===== src/rtl/fifo_destino_pkg.sv =====
// fifo_destino_pkg: word layout and default geometry shared by the router, destination FIFOs and bench.
package fifo_destino_pkg;
    localparam int DATA_W       = 6;
    localparam int ADDR_W       = 2;
    localparam int ALMOST_FULL  = 3;
    localparam int ALMOST_EMPTY = 1;
    typedef struct packed {
        logic [1:0] cls;
        logic [3:0] payload;
    } word_t;
endpackage


===== src/rtl/memoria_fifo.sv =====
// memoria_fifo: DEPTH x DATA_WIDTH register file, synchronous write and synchronous read, no reset.
module memoria_fifo #(
    parameter int DATA_WIDTH = 6,
    parameter int ADDR_WIDTH = 2
) (
    input  logic                  clk,
    input  logic                  wr_en,
    input  logic [ADDR_WIDTH-1:0] wr_addr,
    input  logic [DATA_WIDTH-1:0] wr_data,
    input  logic                  rd_en,
    input  logic [ADDR_WIDTH-1:0] rd_addr,
    output logic [DATA_WIDTH-1:0] rd_data
);
    logic [DATA_WIDTH-1:0] mem [2**ADDR_WIDTH];
    always_ff @(posedge clk) begin
        if (wr_en) mem[wr_addr] <= wr_data;
        if (rd_en) rd_data <= mem[rd_addr];
    end
endmodule


===== src/rtl/fifo_destino.sv =====
// fifo_destino: per-destination FIFO with pause back-pressure, registered pop data and sticky overflow flag.
module fifo_destino
    import fifo_destino_pkg::*;
#(
    parameter int DATA_WIDTH   = DATA_W,
    parameter int ADDR_WIDTH   = ADDR_W,
    parameter int ALMOST_FULL  = fifo_destino_pkg::ALMOST_FULL,
    parameter int ALMOST_EMPTY = fifo_destino_pkg::ALMOST_EMPTY
) (
    input  logic                  clk,
    input  logic                  reset_L,
    input  logic                  push,
    input  logic [DATA_WIDTH-1:0] data_in,
    input  logic                  pop,
    output logic [DATA_WIDTH-1:0] data_out,
    output logic                  valid,
    output logic                  pause,
    output logic                  full,
    output logic                  empty,
    output logic                  almost_empty,
    output logic                  error
);
    localparam int DEPTH = 2**ADDR_WIDTH;
    localparam int CNT_W = ADDR_WIDTH + 1;
    logic [ADDR_WIDTH-1:0] wr_ptr_q, wr_ptr_d, rd_ptr_q, rd_ptr_d;
    logic [CNT_W-1:0]      cnt_q, cnt_d;
    logic                  valid_q, valid_d, error_q, error_d, loaded_q, loaded_d;
    logic                  wr_ok, rd_ok;
    logic [DATA_WIDTH-1:0] rd_data;
    always_comb begin
        rd_ok    = pop && !empty;
        wr_ok    = push && (!full || rd_ok);
        wr_ptr_d = wr_ok ? wr_ptr_q + 1'b1 : wr_ptr_q;
        rd_ptr_d = rd_ok ? rd_ptr_q + 1'b1 : rd_ptr_q;
        cnt_d    = (wr_ok && !rd_ok) ? cnt_q + 1'b1 :
                   (rd_ok && !wr_ok) ? cnt_q - 1'b1 : cnt_q;
        valid_d  = rd_ok;
        error_d  = error_q || (push && !wr_ok);
        loaded_d = loaded_q || rd_ok;
    end
    always_ff @(posedge clk) begin
        if (!reset_L) begin
            wr_ptr_q <= '0;
            rd_ptr_q <= '0;
            cnt_q    <= '0;
            valid_q  <= 1'b0;
            error_q  <= 1'b0;
            loaded_q <= 1'b0;
        end else begin
            wr_ptr_q <= wr_ptr_d;
            rd_ptr_q <= rd_ptr_d;
            cnt_q    <= cnt_d;
            valid_q  <= valid_d;
            error_q  <= error_d;
            loaded_q <= loaded_d;
        end
    end
    // The RAM read port has no reset, so data_out reads as zero until the first pop after reset.
    memoria_fifo #(.DATA_WIDTH(DATA_WIDTH), .ADDR_WIDTH(ADDR_WIDTH)) u_mem (
        .clk    (clk),
        .wr_en  (wr_ok && reset_L),
        .wr_addr(wr_ptr_q),
        .wr_data(data_in),
        .rd_en  (rd_ok && reset_L),
        .rd_addr(rd_ptr_q),
        .rd_data(rd_data)
    );
    assign data_out     = loaded_q ? rd_data : '0;
    assign valid        = valid_q;
    assign error        = error_q;
    assign full         = cnt_q == CNT_W'(DEPTH);
    assign empty        = cnt_q == '0;
    assign pause        = cnt_q >= CNT_W'(ALMOST_FULL);
    assign almost_empty = cnt_q <= CNT_W'(ALMOST_EMPTY);
endmodule


===== config.mk =====
export PLATFORM = sky130hd
export DESIGN_NAME = fifo_destino
export DESIGN_NICKNAME = d
export VERILOG_FILES = /design/src/rtl/fifo_destino_pkg.sv /design/src/rtl/memoria_fifo.sv /design/src/rtl/fifo_destino.sv
export SDC_FILE = /design/constraint.sdc
export NUM_CORES = 1
export LEC_CHECK = 0
export CAP_MARGIN = 20
export CORE_ASPECT_RATIO = 0.9
export CORE_MARGIN = 2
export CORE_UTILIZATION = 50
export DETAILED_ROUTE_END_ITERATION = 10
export GPL_ROUTABILITY_DRIVEN = 0
export MAX_ROUTING_LAYER = met4
export PLACE_DENSITY = 0.82
export SYNTH_ARGS = -nofsm -noshare
export SYNTH_HDL_FRONTEND = slang
export SYNTH_SLANG_ARGS = --single-unit

===== constraint.sdc =====
create_clock -name clk -period 2 [get_ports clk]
set_input_delay 0.4 -clock clk [delete_from_list [all_inputs] [get_ports clk]]
set_output_delay 0.4 -clock clk [all_outputs]
set_load 0.02 [all_outputs]

==> qor.yml <==
sta:
  finClkSkew_ps: 7.157
  rsz0062_at_grt: "false"
  fmax_mhz: 531.7
  worst_pin_slew_ps: 485.2
  layout_min_cycle_time_ps: 1881
  relSlewSlack_pct: 67.61
  final-hold-violation-count: 0
  setup_viol: 0
  whs_ps: 471.6
  drv_slew: 0
  fin_setup_tns_ps: 0
  finalCritPeriodShare_pct: 94.03
yosys:
  synth_enable_flop_cells: 30
  yosysWarningCount: 0
  synth_top_family_by_area: "multiplexers"
  yosys.cell_types.count: 26
  synthAdderAreaFrac_pct: 7.369
  yosys.area_share.xor_xnor_pct: 1.032
  ys_seq_area_share_pct: 64.85
  synthArstFlopShare_pct: 0
  synth_area_per_cell_um2: 14.51
  synth_ff_type: "edfxtp_1"
  muxShareOfSynthArea_pct: 10.32
  synth_seq_cells: 40
  synth_area_leaders: "edfxtp_1 (53%), dfxtp_1 (12%), mux4_2 (8.0%)"
  synth-compound-area-share_pct: 3.537
  syn_area_um2: 1698
  syn_nets: 137
  synthDominantCellAreaShare_pct: 53.06
  synthSimpleGateAreaFrac_pct: 9.875
  synth_top_area_cell: "edfxtp_1"
  synth_cells: 117
clocking:
  clk_path_buf_depth: 2
  cts_tree: "done"
  cts_buffers: 5
  insertion_delay_ps: 290
  cts.sinks: 40
  path_clk_slew_ps: 70
  root_buffer: "clkbuf_8"
  postCtsHoldBufs: 0
  htreeDepth: 2
worst_setup_path:
  crit_chain: "inv_1, ha_1, nand2_1, inv_1, dlygate4sd2_1"
  startpoint_type: "flop"
  rrSetupSlack_ps: 200
  endpoint_kind: "output port"
  worstPathMaxFanout: 5
  worst-setup-path-type: "reg2out"
  required_ps: 1600
  cp_num_buf_inv: 3
  max_stage_delay_ps: 330
  slowest_stage: "dfxtp_1"
  worstPathArrival_ps: 1480
  crit_top_cell: "inv_1"
  critical-path-top-delay-family: "buffers and inverters"
global_route:
  grt_pass1_wl_mm: 4.222
  grt_pass1_vias: 892
  grt_overflow: 0
  grt_max_degree: 13
  antenna_found_initial: 0
  grtUsageTotal_pct: 15.88
finish:
  nets: 165
  antenna_cells: 0
  instances_no_fill: 190
  fin_util_pct: 62.92
  areaGrowthSynthToFinish_pct: 22.40
  final_layout_size_suffix_gt1_share_pct: 13.01
job:
  max_cap_viol_count: 0
detailed_routing:
  route.detailed.wl_per_inst_um: 13.51
  drcViolationCount: 0
  dr.pass1.iters: 4
  vias: 949
  ant_nets: 0
  viasPerCell: 4.995
  wl_mm: 2.567
  drt_iter0_markers: 39
power_and_ir_drop:
  p_leak_nw: 0.7888
  ir_drop_uv: 489.4
  p_per_area_nw_per_um2: 1215
floorplanning:
  die-area_um2: 3879
  core_area_um2: 3303
  ioPinCount: 22
  start_util_pct: 51.40
  fp.dieW_um: 65.43
  die_h_um: 59.29
  rows: 20
placement:
  dp.cells: 182
  dp_hpwl_mm: 1.958
  io_buffers: 21
min_path:
  hp-class: "reg2reg"
status:
  status: "finished, final reports clean"
per-stage QoR:
step,setup slack [ps],instance area [um2],power (mW)
after floorplan,254.9,1698,1.682
after global placement,77.78,1976,1.955
after detailed placement,55.96,1976,1.974
after CTS,72.43,2077,2.537
after global routing,16.22,2078,2.676
final,119.3,2078,2.524
state kept, by name (all words and copies together), names as in the netlist:
signal,cells
u_mem.rd_data,6
u_mem.mem,24
error,1
cnt_q,3
valid,1
rd_ptr_q,2
loaded_q,1
wr_ptr_q,2
placed cells by master (no fill, tap or decap), drive strengths merged, types with 4 or more instances in the layout:
| cell | instances |
|---|---|
| and2 | 6 |
| clkdlybuf4s50 | 17 |
| nand2 | 7 |
| nor2 | 9 |
| mux4 | 6 |
| a21oi | 4 |
| buf | 4 |
| clkbuf | 5 |
| and3 | 4 |
| edfxtp | 30 |
| mux2i | 4 |
| ha | 10 |
| dfxtp | 10 |
| inv | 9 |
| dlygate4sd2 | 4 |
where the power goes:
group / internal [mW] / switching [mW]
registers: 1.01 / 0.0936
logic: 0.386 / 0.416
clock network: 0.363 / 0.256
total: 1.76 / 0.765
cell usage after synthesis (2+ instances only):
master and count:
edfxtp_1 30, dfxtp_1 10, ha_1 10, nor2_1 9
inv_1 8, nand2_1 7, and2_1 6, mux4_2 6
a21oi_1 4, and3_1 4, mux2i_1 4, buf_2 2
clkbuf_1 2, o21a_1 2, o21ai_0 2
logic make-up after synthesis:
group,after synthesis
DFF,40
and+or+nand+nor,32
buffers and inverters,13
AOI/OAI and AO/OA,10
muxes,10
adders and majority gates,10
xor gates and xnor gates,2
final cells by class:
cell class / count / area, um2
Timing Repair Buffer: 25 / 235.2
Clock inverter: 3 / 37.54
Multi-Input combinational cell: 64 / 545.5
Tap cell: 44 / 55.05
Fill cell: 242 / 1225
Sequential cell: 40 / 1102
Clock buffer: 5 / 68.82
Inverter: 9 / 33.78
repair_timing:
item,4_1_cts,5_1_grt
buffers inserted,0,0
setup endpoints to repair,4,1
gates resized for setup,4,1
layer usage:
| metal | track usage [%] | up-vias | share of wire (%) |
|---|---|---|---|
| met5 | - | - | 0 |
| met4 | 9.821 | 0 | 2.6 |
| met3 | 3.992 | 7 | 5.4 |
| met2 | 23.18 | 25 | 45 |
| met1 | 20.13 | 446 | 46 |
| li1 | - | 471 | - |
worst paths after layout:
kind         startpoint        to  depth (start not counted)
max            cnt_q[1]      full                          5
min               error     error                          1
max reg2reg    cnt_q[1]  cnt_q[2]                          7
min reg2reg       error     error                          1
(Power assumes the default switching activity.)
